==> src/rtl/adder_accum_pkg.sv <==
// Shared types, default widths and the accumulate-add helper for adder_result_accum.
// Defining ADDER_ACC_SIGNED_EN switches acc_add to sign extension and signed overflow.
package adder_accum_pkg;

  typedef enum logic {
    ST_ACC  = 1'b0,
    ST_HOLD = 1'b1
  } state_e;

  localparam int DATA_W_DEF = 32;
  localparam int ACC_W_DEF  = 40;
  localparam int CNT_W_DEF  = 16;

  // Widest operand acc_add handles; the top passes its real widths as arguments.
  localparam int W_MAX = 64;

  function automatic logic msb_at(input logic [W_MAX-1:0] x, input int unsigned pos);
    return |((x >> pos) & W_MAX'(1));
  endfunction

  // Returns {ovf, sum}: sum is acc + ext(data) wrapped to acc_w bits.
  function automatic logic [W_MAX:0] acc_add(
    input logic [W_MAX-1:0] acc,
    input logic [W_MAX-1:0] data,
    input int unsigned      acc_w,
    input int unsigned      data_w
  );
    logic [W_MAX-1:0] acc_mask;
    logic [W_MAX-1:0] data_mask;
    logic [W_MAX-1:0] ext;
    logic [W_MAX-1:0] acc_m;
    logic [W_MAX:0]   full;
    logic [W_MAX-1:0] sum;
    logic             ovf;
    acc_mask  = {W_MAX{1'b1}} >> (W_MAX - acc_w);
    data_mask = {W_MAX{1'b1}} >> (W_MAX - data_w);
    ext       = data & data_mask;
    acc_m     = acc & acc_mask;
`ifdef ADDER_ACC_SIGNED_EN
    if (msb_at(ext, data_w - 1)) begin
      ext = ext | ~data_mask;
    end
    ext  = ext & acc_mask;
    full = {1'b0, acc_m} + {1'b0, ext};
    sum  = full[W_MAX-1:0] & acc_mask;
    ovf  = (msb_at(acc_m, acc_w - 1) == msb_at(ext, acc_w - 1)) &&
           (msb_at(sum, acc_w - 1) != msb_at(acc_m, acc_w - 1));
`else
    full = {1'b0, acc_m} + {1'b0, ext};
    sum  = full[W_MAX-1:0] & acc_mask;
    ovf  = |((full >> acc_w) & (W_MAX+1)'(1));
`endif
    return {ovf, sum};
  endfunction

endpackage

==> src/rtl/adder_result_accum.sv <==
// Sums bursts of adder results and emits one {sum, count, ovf} summary per burst.
// Build option: ADDER_ACC_SIGNED_EN selects signed extension/overflow (same ports).
module adder_result_accum
  import adder_accum_pkg::*;
#(
  parameter int DATA_W = DATA_W_DEF,
  parameter int ACC_W  = ACC_W_DEF,
  parameter int CNT_W  = CNT_W_DEF
) (
  input  logic              clk,
  input  logic              reset,
  input  logic              in_valid,
  output logic              in_ready,
  input  logic [DATA_W-1:0] in_data,
  input  logic              in_last,
  output logic              out_valid,
  input  logic              out_ready,
  output logic [ACC_W-1:0]  out_sum,
  output logic [CNT_W-1:0]  out_count,
  output logic              out_ovf
);

  // Handshake: a beat moves when valid && ready are both high at posedge clk;
  // valid never waits on ready, and ready here is a registered state output.

  localparam logic [CNT_W-1:0] CNT_MAX = {CNT_W{1'b1}};

  state_e            state_q;
  logic [ACC_W-1:0]  acc_q;
  logic [CNT_W-1:0]  cnt_q;
  logic              ovf_q;
  logic              in_ready_q;
  logic              out_valid_q;
  logic [ACC_W-1:0]  out_sum_q;
  logic [CNT_W-1:0]  out_count_q;
  logic              out_ovf_q;

  logic [W_MAX:0]    add_res;
  logic [ACC_W-1:0]  sum_d;
  logic              ovf_d;
  logic [CNT_W-1:0]  cnt_d;
  logic              in_fire;
  logic              out_fire;

  assign in_fire  = in_valid && in_ready_q;
  assign out_fire = out_valid_q && out_ready;

  always_comb begin
    add_res = acc_add(W_MAX'(acc_q), W_MAX'(in_data), ACC_W, DATA_W);
    sum_d   = add_res[ACC_W-1:0];
    ovf_d   = ovf_q | add_res[W_MAX];
    // The count saturates rather than wraps and never feeds the overflow flag.
    cnt_d   = (cnt_q == CNT_MAX) ? cnt_q : cnt_q + CNT_W'(1);
  end

  if (ACC_W < W_MAX) begin : g_pad
    logic pad_unused;
    assign pad_unused = ^add_res[W_MAX-1:ACC_W];
  end

  always_ff @(posedge clk or posedge reset) begin
    if (reset) begin
      state_q     <= ST_ACC;
      acc_q       <= '0;
      cnt_q       <= '0;
      ovf_q       <= 1'b0;
      in_ready_q  <= 1'b1;
      out_valid_q <= 1'b0;
      out_sum_q   <= '0;
      out_count_q <= '0;
      out_ovf_q   <= 1'b0;
    end else begin
      case (state_q)
        ST_ACC: begin
          if (in_fire) begin
            if (in_last) begin
              out_sum_q   <= sum_d;
              out_count_q <= cnt_d;
              out_ovf_q   <= ovf_d;
              acc_q       <= '0;
              cnt_q       <= '0;
              ovf_q       <= 1'b0;
              in_ready_q  <= 1'b0;
              out_valid_q <= 1'b1;
              state_q     <= ST_HOLD;
            end else begin
              acc_q <= sum_d;
              cnt_q <= cnt_d;
              ovf_q <= ovf_d;
            end
          end
        end
        ST_HOLD: begin
          // Ready returns only after the summary leaves: no same-cycle turnaround.
          if (out_fire) begin
            in_ready_q  <= 1'b1;
            out_valid_q <= 1'b0;
            state_q     <= ST_ACC;
          end
        end
        default: begin
          state_q <= ST_ACC;
        end
      endcase
    end
  end

  assign in_ready  = in_ready_q;
  assign out_valid = out_valid_q;
  assign out_sum   = out_sum_q;
  assign out_count = out_count_q;
  assign out_ovf   = out_ovf_q;

endmodule

==> config.mk <==
export PLATFORM = sky130hd
export DESIGN_NAME = adder_result_accum
export DESIGN_NICKNAME = d
export VERILOG_FILES = /design/src/rtl/adder_accum_pkg.sv /design/src/rtl/adder_result_accum.sv
export SDC_FILE = /design/constraint.sdc
export NUM_CORES = 1
export LEC_CHECK = 0
export ABC_CLOCK_PERIOD_IN_PS = 3500
export CORE_ASPECT_RATIO = 0.9
export CORE_MARGIN = 2
export CORE_UTILIZATION = 50
export DETAILED_ROUTE_END_ITERATION = 6
export PLACE_DENSITY = 0.89
export SLEW_MARGIN = 15
export SYNTH_ARGS = -nofsm -noshare
export SYNTH_HDL_FRONTEND = slang
export SYNTH_SLANG_ARGS = --single-unit
==> constraint.sdc <==
create_clock -name clk -period 3.5 [get_ports clk]
set_input_delay 0.7 -clock clk [delete_from_list [all_inputs] [get_ports clk]]
set_output_delay 0.7 -clock clk [all_outputs]
set_load 0.02 [all_outputs]
---- After elaboration in Yosys (flattened, before gate mapping) ----
Cells that the tools add are included.
W data, S select, Z words.
word-level totals
  word-level logic and storage cells ...... 38
  output and inout bits ................... 59
  input bits .............................. 37
  flip-flop bits (word level) ............. 117
cells by class
  add/subtract/negate cells ............... 2
  reductions and logical operators ........ 5
  eq/ne operators ......................... 4
  muxes and demuxes ....................... 16
  bitwise gates (word level) .............. 2
operators with widths
  kind                     number
  $add A40 B32 Y41         1
  $mux W40                 1
  $mux W16                 2
  $add A16 B1 Y16 const B  1
  $eq A16 B16 Y1 const B   1
  $mux W1                  10
  $pmux W1 S2              3
  $reduce_and A3 Y1        2
  $ne A2 B2 Y1 const B     2
  $logic_and A1 B1 Y1      2
  $ne A2 B1 Y1 const B     1
  $reduce_and A2 Y1        1
  $not A1 Y1               1
  $or A1 B1 Y1             1

---- Longest topological paths before layout ----
Gate-level depths: netlist of run 1.
  depth after elaboration ................. 3
  gate-level depth with buffers ........... 12
  depth with buffers taken out ............ 12

---- Worst setup path before layout of run 1 ----
Ideal clock, no wire load.
  path type ............................... input-to-reg
  from .................................... input port in_data[0]
  to ...................................... register out_sum_q[30] (netlist: out_sum[30])
  required time ........................... 3367 ps
  setup time .............................. 133 ps
  cell stages on the path ................. 12
  arrival time ............................ 2924 ps
  path slack .............................. 443 ps
  cells stage by stage .................... ha_1 > inv_1 > fa_1 > nor2b_1 > o2111ai_1 > nand2_1 > a31oi_1 > o41ai_2 > a21oi_1 > a221oi_1 > xnor2_1 > o21ai_0
between the ends
  word-level cells in the longest chain between the ends .. 1
ends and longest elaborated chain
  item                  RTL line                  text
  from (decl)           adder_result_accum.sv:14  input logic [DATA_W-1:0] in_data,
  $add A40 B32 Y41      adder_accum_pkg.sv:49     full = {1'b0, acc_m} + {1'b0, ext};
  to (signal assigned)  adder_result_accum.sv:77  out_sum_q <= sum_d;
  to (decl)             adder_result_accum.sv:34  logic [ACC_W-1:0] out_sum_q;
Every way passes these cells.
A chain may end at the register's enable or synchronous reset.

---- Worst setup path after layout of run 1 ----
Ends and elaborated chain as after synthesis.

==> impl_metrics.ini, run 1 <==
[run_status]
status = completed

[critical_path]
slowest_stage = clkdlybuf4s50_1
cp.arrival_ps = 3580
worstSetupEndpointType = flop
max_stage_delay_ps = 480
crit_chain = clkdlybuf4s50_1 -> ha_1 -> inv_1 -> fa_1 -> nor2b_2 -> o2111ai_1 -> nand2_1 -> a31oi_1 -> o41ai_2 -> a21oi_1 -> a221oi_2 -> xnor2_1 -> o21ai_0
crit_buf_inv = 2
worstSetupPathType = input pin to flop
cp-start-kind = input pin
reg2reg_slack_ps = 600
worstPathMaxFanout = 2
cp_top_family = compound AO/OA/AOI/OAI gates
critPathRequiredTime_ps = 3770

[finish]
drive_above_1_share_pct = 10.5
diodes = 0
area_delta_synth_final_pct = 31.1
num-nets-final = 924

[global_route]
grt_use_met1_pct = 33.9
antenna_found_initial = 0
gr-max-usage-layer = met2
grt.met3_usage_pct = 6.20
grtUsageTotal_pct = 25.0
grt_overflow = 0
grt_pass1_wl_um = 28500
grt_max_degree = 118
grt_pass1_vias = 5841
gr-usage-met2_pct = 39.9

[drt]
via_per_inst = 5.73
final_antenna_net_count = 0
drcViolationCount = 0
wirelength_um = 16800
num_vias = 5902
drt-initial-drc-count = 477
dr.pass1.iters = 5
wl_per_cell_um = 16.3

[place]
portBuffers = 95
hpwlAfterDp_um = 11500
routabilityCongestion = 0.930

[run]
max_cap_violations = 0

[logic_synthesis]
ys_seq_area_share_pct = 44.7
async_flop_share_pct = 100
yosysTopAreaCellShare_pct = 44.3
synth_cells = 734
synth_top_cells_by_area = dfrtp_1 44%, o21ai_0 8.4%, nand2_1 7.8%
synth_nets = 805
ys.flop_type = dfrtp_1
synth_top_cell_by_area = dfrtp_1
synthTopCellsByCount = 136 x nand2_1, 116 x dfrtp_1, 110 x o21ai_0, 45 x a21oi_1, 34 x clkbuf_1
netlist_area_um2 = 6550
synth_seq_cells = 117
syn_avg_cell_area_um2 = 8.93
synth_most_common_cell = nand2_1
synth_edf_count = 0
post_synth_num_cell_types = 59
yosysWarningCount = 0

[timing]
finalSetupTns_ps = 0
drv_slew = 0
hold_viol_final = 0
maxSlewHeadroom_pct = 58.1
min_period_over_period_pct = 94.6
finClkSkew_ps = 10.1
worst_pin_slew_ps = 629
min_period_ps = 3310
rsz0062_at_grt = no
final-setup-viol-count = 0
fmax_mhz = 302

[floorplan]
ios = 96
core_area_um2 = 12700
die_h_um = 113
rows = 39
die-area_um2 = 14000
dieWidth_um = 125
start_util_pct = 51.5

[power_and_ir_drop]
powerDensity_nw_per_um2 = 406
ir_worst_vdd_v = 0.000310
p_int_uw = 2730
clkPwrFrac_pct = 55.6
power_frac_comb_pct = 5.6
p_leak_uw = 0.00394
power.share.sequential_pct = 38.8
p_total_uw = 3490
switching_share_pct = 21.8
power.switching_uw = 760

[clock_tree]
clk_pin_slew_ps = 60
clock-sinks = 117
root_buffer = clkbuf_16
clockBufferDepth = 2
cts_made_buffers = 17
h-tree-depth = 4
cts-hold-fix-buffers = 0
tritoncts = done
clk_latency_ps = 420

[min_path]
hold_path_class = flop to flop
-- final cells by class --
type | count | area, um^2
tap | 164 | 205
timing repair buffer | 137 | 1290
clock inverter | 10 | 166
fill | 949 | 4150
sequential | 117 | 2930
clock buffer | 22 | 494
multi-input combinational | 561 | 3430
inverter | 19 | 75.1
-- logic make-up after synthesis --
logic type,count (synthesis),share of synthesized area (%)
buffers and inverters,56,3.25
flip-flops,117,44.7
AND/OR/NAND/NOR,235,15.9
XOR/XNOR,49,6.55
multiplexers,3,0.477
AO/OA/AOI/OAI,240,22.5
adder cells (fa/ha/maj),34,6.61
-- state kept, by name (all words and copies together) (netlist names) --
| name | count |
|---|---|
| acc_q | 40 |
| out_count | 16 |
| out_valid | 1 |
| in_ready | 1 |
| cnt_q | 16 |
| out_ovf | 1 |
| out_sum | 40 |
| state_q | 1 |
| ovf_q | 1 |
-- placed cells by master (no fill, tap or decap), types with 4 or more instances in the layout --
cell / synthesis / routed
a21o_1: 23 / 23
a21oi_1: 45 / 45
a22o_1: 4 / 4
a31oi_1: 4 / 4
and3_1: 11 / 11
buf_4: 0 / 40
bufinv_16: 0 / 4
clkbuf_16: 0 / 17
clkbuf_8: 0 / 5
clkdlybuf4s50_1: 0 / 95
dfrtp_1: 116 / 116
ha_1: 33 / 33
inv_1: 19 / 18
nand2_1: 136 / 135
nand3_1: 15 / 15
nand4_1: 9 / 9
nor2_1: 32 / 32
nor2b_1: 6 / 5
o21ai_0: 110 / 109
o21ai_1: 10 / 11
o31ai_1: 17 / 17
xnor2_1: 30 / 30
xor2_1: 19 / 19
-- worst min-delay path, stage by stage, from the launching register on --
cell and delay (ps):
dfrtp_1 340, nand2_1 50, o21ai_0 60
-- layer usage --
layer,up-vias,wire length (um)
met5,-,0
met4,0,328
met3,31,1240
met2,231,7700
met1,2816,7510
li1,2824,-
-- repair_timing --
action                     4_1_cts  5_1_grt
setup endpoints to repair        0       10
gates resized for setup          0        3
setup buffers                    0        0
-- power by group through the flow --
stage	clock network [uW]	registers, uW	logic (uW)
2_1_floorplan	0	1380	99.4
4_1_cts	1960	1350	194
3_3_place_gp	0	1380	188
6_report	1940	1350	195
3_5_place_dp	0	1380	191
5_1_grt	2020	1350	214
-- worst paths after layout --
| kind | end | cells after the start | startpoint |
|---|---|---|---|
| max | out_sum[30]$_DFFE_PP0P_ | 13 | in_data[0] |
| min | out_count[12]$_DFFE_PP0P_ | 2 | out_count[12]$_DFFE_PP0P_ |
| max reg2reg | out_sum[30]$_DFFE_PP0P_ | 12 | acc_q[0]$_DFFE_PP0P_ |
| min reg2reg | out_count[12]$_DFFE_PP0P_ | 2 | out_count[12]$_DFFE_PP0P_ |
| max in group asynchronous | acc_q[13]$_DFFE_PP0P_ | 3 | reset |
| min in group asynchronous | out_count[5]$_DFFE_PP0P_ | 3 | reset |
-- through the flow --
stage	util, %	hold slack [ps]	setup slack (ps)	cell area (um^2)	std cells
2_1_floorplan	-	451	443	6560	734
3_3_place_gp	62.2	461	-152	7920	998
3_5_place_dp	62.2	470	-252	7920	998
4_1_cts	67.4	483	120	8580	1030
5_1_grt	67.4	507	22.5	8590	1030
6_report	67.4	476	190	8590	1030
No activity file was read; power rests on OpenSTA's default activity.
==> run 2, diff against run 1 <==
MAX_ROUTING_LAYER = met4   (was not set)
==> run 2 against run 1 <==
Effect of this change: register-to-register slack better by 40 ps; cell area is 0.25% lower; non-clock buffer count stayed put; total power is 1.1% lower; largest power group unchanged; worst hold slack worse by 0.50 ps; highest routed layer unchanged; worst setup slack better by 22 ps; maximum frequency is 0.67% higher.
==> impl_metrics.ini, run 2 (synthesized netlist as in run 1, its figures left out) <==
[run_status]
status = completed

[drt]
drcViolationCount = 0
num_vias = 5904
wl_per_cell_um = 15.8
via_per_inst = 5.73
wirelength_um = 16300
dr.pass1.iters = 6
drt-initial-drc-count = 565
final_antenna_net_count = 0

[global_route]
grt_max_degree = 118
antenna_found_initial = 0
grt_pass1_vias = 5694
grt_overflow = 0
grt_pass1_wl_um = 27500
grtUsageTotal_pct = 24.9

[finish]
area_delta_synth_final_pct = 30.7
diodes = 0
final_common_cell = nand2_1
num-nets-final = 924
seq_area_um2 = 2930
fillers = 928
layout_common_cells = 135 x nand2_1, 116 x dfrtp_1, 109 x o21ai_0
drive_above_1_share_pct = 10.3
multi_input_area_um2 = 3420
final_cells = 1030
stdcell_area_um2 = 8570

[timing]
rsz0062_at_grt = no
min_period_over_period_pct = 93.9
fmax_mhz = 304
finalSetupTns_ps = 0
hold_viol_final = 0
min_period_ps = 3290
maxSlewHeadroom_pct = 54.2
hold_ws_ps = 475
worst_pin_slew_ps = 686
finClkSkew_ps = 8.36
final-setup-viol-count = 0
drv_slew = 0

[min_path]
min_path_cells = 2
min_to = out_sum[1]$_DFFE_PP0P_
hold_path_class = flop to flop
min_from = out_sum[1]$_DFFE_PP0P_

[clock_tree]
clockBufferDepth = 2
h-tree-depth = 4
clock-sinks = 117
clk_latency_ps = 420
post_cts_buffers = 0
tritoncts = done
root_buffer = clkbuf_16
cts-hold-fix-buffers = 0
clk_pin_slew_ps = 60
cts_made_buffers = 17

[critical_path]
crit_chain = clkdlybuf4s50_1 -> ha_1 -> inv_1 -> fa_1 -> nor2b_1 -> o2111ai_1 -> nand2_1 -> a31oi_1 -> o41ai_2 -> buf_4 -> a21oi_1 -> o21ai_1 -> xnor2_1 -> o21ai_0
reg2regPathDepth = 13
worstSetupEndpointType = flop
cp-start-kind = input pin
worstPathMaxFanout = 2
r2r-end = out_sum[22]$_DFFE_PP0P_
cp.arrival_ps = 3570
max_stage_delay_ps = 480
timing.rr.start = acc_q[0]$_DFFE_PP0P_
worstSetupPathType = input pin to flop
critPathRequiredTime_ps = 3780
crit_start = in_data[0]
reg2reg_slack_ps = 640
slowest_stage = clkdlybuf4s50_1

[place]
dpl.cell_count = 998
hpwlAfterDp_um = 11000
portBuffers = 95
routabilityCongestion = 0.946
place_area_um2 = 7920

[run]
max_cap_violations = 0

[power_and_ir_drop]
ir_worst_vdd_v = 0.000406
p_total_uw = 3450
p_leak_uw = 0.00393
powerDensity_nw_per_um2 = 403

[floorplan]
die-area_um2 = 14000
core_area_um2 = 12700
rows = 39
die_h_um = 113
ios = 96
dieWidth_um = 125
start_util_pct = 51.5
run 2: cell count changes in the layout (fill, tap and decap cells not counted):
cell / delta
clkinv_2: -1
a221oi_2: -1
nor2b_1: +1
a221oi_1: +1
inv_6: +1
clkbuf_8: -3
clkinv_4: +2
clkinvlp_4: +1
nor2b_2: -1
run 2: worst max-delay path by stage:
stage / end / cells past startpoint
after floorplan: out_sum[30]$_DFFE_PP0P_ / 12
after global placement: out_sum[30]$_DFFE_PP0P_ / 13
after detailed placement: acc_q[30]$_DFFE_PP0P_ / 13
after CTS: out_sum[22]$_DFFE_PP0P_ / 14
after global routing: out_sum[30]$_DFFE_PP0P_ / 13
final: out_sum[22]$_DFFE_PP0P_ / 14
run 2: final cells by class:
cell class	count	area share [%]
clock buffer	19	5.29
clock inverter	13	2.28
inverter	19	0.876
multi-input combinational	561	39.9
sequential	117	34.2
tap	164	2.39
timing repair buffer	137	15.1
run 2: metrics by stage:
step                util (%)  worst slack [ps]
floorplan                  -               443
global placement        62.2              -153
detailed placement      62.2              -226
CTS                     67.3              86.9
global route            67.3             0.973
finish                  67.3               212
run 2: repair_timing:
item                                   CTS  global route
gates resized for setup                  0             1
setup endpoints to repair                0             4
endpoints found under the hold margin    0             0
run 2: per-layer routing:
layer	vias up	track usage (%)	share of wire, %
met5	-	-	0
met4	0	8.54	1.4
met3	24	4.62	5.3
met2	216	37.5	46
met1	2833	34.2	47
li1	2831	-	-
run 2: critical path, delay by kind of cell:
kind,cells,cell delay [ps]
xor gates and xnor gates,1,190
adders and majority gates,2,560
AOI/OAI and AO/OA,6,1090
and+or+nand+nor,2,310
buffers and inverters,3,720
run 2: power breakdown:
group,switching [uW],internal [uW]
Sequential,0,1350
Combinational,109,83.3
Clock,667,1240
Total,776,2670
==> run 3, diff against run 2 <==
CORE_UTILIZATION = 47   (was 50)
PLACE_DENSITY = 0.85   (was 0.89)
==> run 3 against run 2 <==
Effect of this change: critical path depth grew 1; combinational power hardly changed; worst hold slack barely moved; sequential share of layout area grew 0.23 points; flip-flop and latch count unchanged; cell area decreased by 0.67%; final cell count is 0.39% higher; critical endpoint is now acc_q[36]$_DFFE_PP0P_; die area grew 6.2%; core utilization shrank 4.1 points.
==> impl_metrics.ini, run 3 (synthesized netlist as in run 1, its figures left out) <==
[critical_path]
reg2reg_slack_ps = 660
max_stage_delay_ps = 470
crit_buf_inv = 4
worstSetupEndpointType = flop
cp-start-kind = input pin
worstSetupPathType = input pin to flop
reg2regPathDepth = 11
cp.arrival_ps = 3490
worstPathMaxFanout = 4
slowest_stage = clkdlybuf4s50_1
r2r-end = acc_q[39]$_DFFE_PP0P_
cp_top_family = compound AO/OA/AOI/OAI gates
critPathRequiredTime_ps = 3810
timing.rr.start = acc_q[4]$_DFFE_PP0P_
crit_chain = clkdlybuf4s50_1 -> ha_1 -> inv_1 -> fa_1 -> nor2b_1 -> o2111ai_1 -> a21oi_1 -> o31ai_1 -> buf_4 -> a211oi_1 -> buf_4 -> nor2_1 -> nor2_1 -> o21ai_0 -> a21o_1

[clock_tree]
clockBufferDepth = 2
h-tree-depth = 4
clk_latency_ps = 420
cts_made_buffers = 17
clk_pin_slew_ps = 50
tritoncts = done
root_buffer = clkbuf_16
clock-sinks = 117

[global_route]
antenna_found_initial = 0
grt_pass1_wl_um = 26400
grt_max_degree = 118
grt_pass1_vias = 5519
grt_overflow = 0
grtUsageTotal_pct = 23.1

[min_path]
hold_path_class = flop to flop
min_from = out_count[0]$_DFFE_PP0P_
min_path_cells = 2
min_to = out_count[0]$_DFFE_PP0P_

[timing]
fmax_mhz = 314
final-setup-viol-count = 0
finalSetupTns_ps = 0
hold_ws_ps = 475
min_period_over_period_pct = 90.9
drv_slew = 0
worst_pin_slew_ps = 625
hold_viol_final = 0
rsz0062_at_grt = no
min_period_ps = 3180
finClkSkew_ps = 6.27
maxSlewHeadroom_pct = 58.3

[finish]
area_delta_synth_final_pct = 29.9
fillers = 1087
layout_common_cells = 135 x nand2_1, 116 x dfrtp_1, 110 x o21ai_0
final_common_cell = nand2_1
num-nets-final = 924
diodes = 0
drive_above_1_share_pct = 10.2

[run]
max_cap_violations = 0

[floorplan]
dieWidth_um = 128
die-area_um2 = 14900
core_area_um2 = 13500
start_util_pct = 48.7
rows = 40
ios = 96
die_h_um = 116

[power_and_ir_drop]
p_leak_uw = 0.00391
clkPwrFrac_pct = 52.7
ir_worst_vdd_v = 0.000317
p_int_uw = 2520
power.share.sequential_pct = 41.5
switching_share_pct = 22.8
power_frac_comb_pct = 5.8
powerDensity_nw_per_um2 = 383
power.switching_uw = 744
p_total_uw = 3260

[drt]
final_antenna_net_count = 0
via_per_inst = 5.56
drt-initial-drc-count = 422
dr.pass1.iters = 7
wl_per_cell_um = 15.3
wirelength_um = 15900
num_vias = 5745
drcViolationCount = 0

[place]
hpwlAfterDp_um = 11200
portBuffers = 95
routabilityCongestion = 0.929

[run_status]
status = completed
## run 3: tightest hold or removal path, stage by stage, from the launching register on
cell and delay [ps]:
dfrtp_1 330, nand2_1 50, o21ai_0 60
## run 3: routing by layer
metal	share of wire, %	track usage, %	wire [um]	up-vias
li1	-	-	-	2834
met1	47	31.0	7540	2740
met2	46	35.1	7290	150
met3	5.0	5.22	799	21
met4	1.6	7.47	248	0
met5	0	-	0	-
## run 3: what timing repair did
item | in CTS | in global routing
endpoints found under the setup margin | 0 | 4
buffers inserted | 0 | 0
hold buffers | 0 | 0
gates resized for setup | 0 | 0
## run 3: layout make-up
cell class	instances	area, um^2	area share [%]
Clock inverter	12	129	1.51
Inverter	19	75.1	0.882
Clock buffer	20	457	5.37
Sequential cell	117	2930	34.4
Timing Repair Buffer	137	1290	15.2
Tap cell	168	210	2.47
Multi-Input combinational cell	561	3420	40.2
## run 3: power by group through the flow
stage / registers [uW] / logic, uW / clock network (uW)
after floorplan: 1380 / 99.4 / 0
after global placement: 1380 / 188 / 0
after detailed placement: 1380 / 189 / 0
after CTS: 1350 / 191 / 1740
after global routing: 1350 / 210 / 1810
final: 1350 / 189 / 1720
## run 3: worst max-delay path by stage
stage,cells past startpoint,end,slack [ps],startpoint
5_1_grt,14,acc_q[28]$_DFFE_PP0P_,30,in_data[0]
2_1_floorplan,12,out_sum[30]$_DFFE_PP0P_,440,in_data[0]
3_3_place_gp,13,out_sum[30]$_DFFE_PP0P_,-190,in_data[0]
3_5_place_dp,14,acc_q[22]$_DFFE_PP0P_,-240,in_data[0]
6_report,15,acc_q[36]$_DFFE_PP0P_,320,in_data[0]
4_1_cts,13,out_sum[30]$_DFFE_PP0P_,210,in_data[0]
## run 3: per-stage QoR
step                cells  worst slack (ps)  util (%)  instance area [um^2]
floorplan             734               443         -                  6560
global placement     1002              -189      58.9                  7930
detailed placement   1002              -238      58.9                  7930
CTS                  1034               213      63.2                  8510
global route         1034              27.1      63.2                  8510
finish               1034               318      63.2                  8510
